$ cat config.mk
export PLATFORM = sky130hd
export DESIGN_NAME = fifo_ctrl
export DESIGN_NICKNAME = d
export VERILOG_FILES = /design/src/rtl/fifo_ctrl.sv
export SDC_FILE = /design/constraint.sdc
export NUM_CORES = 1
export LEC_CHECK = 0
export ABC_AREA = 1
export CORE_MARGIN = 2
export CORE_UTILIZATION = 25
export CTS_CLUSTER_DIAMETER = 100
export DETAILED_ROUTE_END_ITERATION = 10
export GPL_TIMING_DRIVEN = 0
export HOLD_SLACK_MARGIN = 0.12
export PLACE_DENSITY = 0.52
export SLEW_MARGIN = 0
export SYNTH_ARGS = -nofsm -noshare
export SYNTH_HDL_FRONTEND = slang
export SYNTH_SLANG_ARGS = --single-unit
$ cat constraint.sdc
create_clock -name clk -period 2.45 [get_ports clk]
set_input_delay 0.49 -clock clk [delete_from_list [all_inputs] [get_ports clk]]
set_output_delay 0.49 -clock clk [all_outputs]
set_load 0.01 [all_outputs]
$ cat src/rtl/fifo_ctrl.sv
`default_nettype none
// ============================================================================
//  Module   : fifo_ctrl
//  Purpose  : Single-clock FIFO pointer/handshake controller for an external
//             dual-port memory (sync write, combinational read).
//  Revision : 1.0
// ============================================================================
module fifo_ctrl #(
    parameter int ADDRWIDTH     = 4,
    parameter int AFULL_THRESH  = 12,
    parameter int AEMPTY_THRESH = 4
) (
    input  logic                 clk,
    input  logic                 reset,
    input  logic                 flush,
    input  logic                 wr_valid,
    output logic                 wr_ready,
    output logic                 rd_valid,
    input  logic                 rd_ready,
    output logic                 mem_wclken,
    output logic                 mem_wfull,
    output logic [ADDRWIDTH-1:0] mem_waddr,
    output logic [ADDRWIDTH-1:0] mem_raddr,
    output logic [ADDRWIDTH:0]   level,
    output logic                 full,
    output logic                 empty,
    output logic                 almost_full,
    output logic                 almost_empty
);

    localparam logic [ADDRWIDTH:0] c_one    = (ADDRWIDTH+1)'(1);
    localparam logic [ADDRWIDTH:0] c_afull  = (ADDRWIDTH+1)'(AFULL_THRESH);
    localparam logic [ADDRWIDTH:0] c_aempty = (ADDRWIDTH+1)'(AEMPTY_THRESH);

    logic [ADDRWIDTH:0] r_wptr;
    logic [ADDRWIDTH:0] r_rptr;
    logic               r_afull;
    logic               r_aempty;

    logic               w_full;
    logic               w_empty;
    logic               w_clear;
    logic               w_push;
    logic               w_pop;
    logic [ADDRWIDTH:0] w_level;
    logic [ADDRWIDTH:0] w_wptr_nxt;
    logic [ADDRWIDTH:0] w_rptr_nxt;
    logic [ADDRWIDTH:0] w_level_nxt;

    // The extra pointer MSB distinguishes full from empty when the addresses match.
    assign w_empty = (r_wptr == r_rptr);
    assign w_full  = (r_wptr[ADDRWIDTH] != r_rptr[ADDRWIDTH]) &&
                     (r_wptr[ADDRWIDTH-1:0] == r_rptr[ADDRWIDTH-1:0]);
    assign w_level = r_wptr - r_rptr;

    // Handshakes look only at registered state; a clearing cycle discards both sides.
    assign w_clear = reset | flush;
    assign w_push  = wr_valid & ~w_full  & ~w_clear;
    assign w_pop   = rd_ready & ~w_empty & ~w_clear;

    assign w_wptr_nxt  = w_clear ? '0 : (w_push ? r_wptr + c_one : r_wptr);
    assign w_rptr_nxt  = w_clear ? '0 : (w_pop  ? r_rptr + c_one : r_rptr);
    assign w_level_nxt = w_wptr_nxt - w_rptr_nxt;

    always_ff @(posedge clk) begin
        if (reset) begin
            r_wptr   <= '0;
            r_rptr   <= '0;
            r_afull  <= 1'b0;
            r_aempty <= 1'b1;
        end else begin
            r_wptr   <= w_wptr_nxt;
            r_rptr   <= w_rptr_nxt;
            // Flags track the level they will sit beside after this edge.
            r_afull  <= (w_level_nxt >= c_afull);
            r_aempty <= (w_level_nxt <= c_aempty);
        end
    end

    assign wr_ready     = ~w_full;
    assign rd_valid     = ~w_empty;
    assign mem_wclken   = w_push;
    assign mem_wfull    = w_full;
    assign mem_waddr    = r_wptr[ADDRWIDTH-1:0];
    assign mem_raddr    = r_rptr[ADDRWIDTH-1:0];
    assign level        = w_level;
    assign full         = w_full;
    assign empty        = w_empty;
    assign almost_full  = r_afull;
    assign almost_empty = r_aempty;

endmodule
`default_nettype wire
==> key figures <==
Floorplan
  – Initial Util: roughly a quarter
  – # IOs: 26
  – Die Ht: 72.04 um
  – # rows: 24
  – Die Area: approximately 5200 um^2
  – Placeable Area: 4414 um^2
  – Die width: roughly 70 um

Yosys
  – Synth Register Bits: 12
  – Post-synthesis sequential area ratio: 20.76%
  – Synth Area in XOR/XNOR: around 3.8%
  – Area share of and/or/nand/nor cells after synthesis: ~38%
  – Largest area contributor in the netlist: dfxtp_1
  – Largest cells by area after synthesis: dfxtp_1 21%, ha_1 11%, nand2_1 10%, inv_1 9.4%, buf_4 6.5%
  – Top cells by count, synth: 32 x nand2_1, 29 x inv_1, 12 x dfxtp_1
  – Post-Syn Area: 1157 um^2
  – Mapped Cells: ~170
  – Top cell type's share of synthesized area: between 20% and 30%
  – EDFF count, synth: 0
  – Synth Area in Adders: around an eighth
  – Most frequent cell after synthesis: nand2_1
  – Post-synthesis mux area share: 0%
  – Yosys warns: 0
  – Syn Area/Cell: ~7.0 um^2
  – Syn_nets: 181
  – Post-synth top flop: dfxtp_1
  – Largest family of logic cells by synthesized area: simple AND/OR/NAND/NOR gates
  – Compound-cell area share of the yosys netlist: between 8 and 9%
  – Ys async rst share: 0%
  – Yosys cell types: 26

Min path
  – Min-delay src: r_rptr[0]
  – Worst hold path type: reg -> reg

CTS
  – CTS root buf: clkbuf_8
  – TritonCTS clock tree: done
  – Clk_lat worst skew: between 0.2 and 0.25 ns
  – H-tree depth: 1
  – Hold-fix buffers at CTS: 0
  – Clock transition at path regs: around 0.05 ns
  – Total CTS buffers: 3
  – CTS Sinks: 12
  – Max Root-Sink Buffers: 2

Worst setup path
  – CP endpoint kind: flip-flop
  – Critical path arrival: 2.56 ns
  – Worst endpoint required time: between 2 and 3 ns
  – Startpoint class of the critical path: flip-flop
  – Critical Path Source: r_rptr[2]
  – Maximum fanout along the worst path: 5
  – Reg-to-Reg Start: r_rptr[2]
  – Kind of critical path: reg -> reg

Power and ir drop
  – Combinational share of power: about 22%
  – Pwr per Cell Area: 281.0 nW/um^2
  – Leakage: 0.9692 nW
  – Worst IR Drop VDD: roughly 0.11 mV
  – Switching share of power: 25.63%
  – Power share of the clock group: between 40% and 50%
  – Internal power: roughly 400 uW
  – Switching power: ~140 uW
  – Flop pwr share: between 30% and 40%
  – Design Power: 529.8 uW

Place
  – Routability Congestion: about 0.72
  – Dpl ws: -0.6235 ns
  – Post-detail-place hpwl: approximately 2200 um
  – PortBufs: 25
  – Placed cells: between 200 and 250

Routing
  – Vias: around 1.1k
  – Post-DR vias/cell: about 4.2
  – Drt total wl: approximately 2800 um
  – Wirelength per Cell: 10.64 um
  – DR pass1 iterations: 3
  – # DRC: 0
  – Post-route ant nets: 0
  – Initial DRC count: 32

Finish
  – Inserted Diodes: 0
  – Fraction of layout instances using a drive strength above 1: between 40% and 50%
  – Non-Filler Instances: around 270
  – Area delta synth->final: 62.92%
  – Nets: about 230

STA
  – Min cycle time layout: around 2.4 ns
  – Pins Over Slew Limit: 0
  – Final WS setup: approximately 0.025 ns
  – Accumulated negative setup slack: 0 ns
  – Worst Tran Pin Value: 0.3087 ns
  – Period utilization: 99.00%
  – RSZ-0062 raised after global routing: yes
  – Final setup skew: 0.0009395 ns
  – Slew margin rel.: between 70% and 80%
  – # setup viols final: 0
  – Hold_ws: roughly 0.50 ns
  – Max Fclk: 412.3 MHz
  – Hold Vio Cnt, Final: 0

Outcome
  – Outcome: finished, final reports clean

Global routing
  – Vias in the first global route: about 1k
  – Largest net degree at the start of global routing: 10
  – Initial antenna violation count: 0
  – Grt total ovfl: 0
  – First-pass GRT wire length: between 4000 and 5000 um
  – Total GRT Usage: between 10 and 15%

Flow run
  – Max_cap viols: 0
==> cells in the final DEF (no fill, tap or decap), types with 2 or more instances in the layout <==
| cell type | count |
|---|---|
| buf_4 | 30 |
| nand2_1 | 28 |
| inv_1 | 20 |
| clkdlybuf4s50_1 | 16 |
| nand2_2 | 11 |
| inv_2 | 10 |
| nand2_4 | 8 |
| nand3_2 | 8 |
| nand3_1 | 7 |
| nor2_1 | 6 |
| ha_4 | 6 |
| dlymetal6s2s_1 | 6 |
| nor2_2 | 4 |
| xor2_1 | 4 |
| dfxtp_1 | 4 |
| clkbuf_8 | 4 |
| dfxtp_4 | 4 |
| dfxtp_2 | 4 |
| nor2_4 | 3 |
| o21ai_0 | 3 |
| a21oi_2 | 3 |
| a21oi_1 | 3 |
| ha_1 | 3 |
| dlygate4sd2_1 | 3 |
| nand4_1 | 2 |
| o21a_1 | 2 |
==> layout make-up <==
cell class / count / area (um^2)
Fill cell: 468 / 2529
Inverter: 32 / 126.4
Timing Repair Buffer: 46 / 419.2
Sequential cell: 12 / 260.3
Tap cell: 52 / 65.06
Multi-Input combinational cell: 111 / 880.8
Buffer: 10 / 78.83
Clock buffer: 4 / 55.05
==> critical path, cell delays in order, from the launching register on <==
cell and delay [ns]:
dfxtp_2 0.33, inv_2 0.05, ha_4 0.25, nand2_4 0.08, nor2_4 0.05, nand2_4 0.09
nand2_4 0.08, nor2_4 0.13, nand2_2 0.08, nor3_4 0.24, a21oi_2 0.09, o21a_1 0.14
ha_4 0.27, a21oi_4 0.14, nand2_1 0.06, nand2_1 0.07, nand2_2 0.07, nand3_2 0.06
nand2_1 0.05
==> metal layers <==
metal | wire length [um] | GRT usage [%] | vias to the layer above
met5 | 0 | 0 | -
met4 | 32 | 4.403 | 0
met3 | 76 | 1.389 | 2
met2 | 1507 | 20.78 | 18
met1 | 1225 | 13.55 | 507
li1 | - | - | 606
==> metrics by stage <==
step	cell area (um^2)	util, %
floorplan	1219	-
global placement	1534	34.75
detailed placement	1534	34.75
CTS	1764	39.97
global route	1886	42.72
finish	1886	42.72
==> repair_timing <==
item / CTS / global route
setup buffers: 12 / 9
resized for setup: 28 / 21
setup endpoints to repair: 10 / 7
pin swaps: 13 / 19
==> sequential cells by signal, indices dropped and copies added, names as in the netlist <==
register / flops
r_rptr: 5
r_wptr: 5
almost_empty: 1
almost_full: 1
==> path summary, 6_finish.rpt <==
kind | endpoint | slack, ns | depth (start not counted)
min | r_rptr[0] | 0.50 | 1
max reg2reg | almost_empty | 0.02 | 18
min reg2reg | r_rptr[0] | 0.50 | 1
max | almost_empty | 0.02 | 18
==> cells by family (layout without fill, tap and decap cells) <==
logic type | Yosys count | count (layout)
adder cells (fa/ha/maj) | 11 | 11
AND/OR/NAND/NOR | 80 | 80
XOR/XNOR | 5 | 5
flip-flops | 12 | 12
buffers and inverters | 42 | 92
AO/OA/AOI/OAI | 15 | 15
==> power by group through the flow <==
stage	sequential, mW	combinational (mW)	clock, mW
6_report	0.198	0.115	0.217
5_1_grt	0.198	0.126	0.234
4_1_cts	0.200	0.111	0.225
3_5_place_dp	0.206	0.0966	0
3_3_place_gp	0.206	0.0965	0
2_1_floorplan	0.206	0.0582	0
Power figures use the tool's default switching activity.
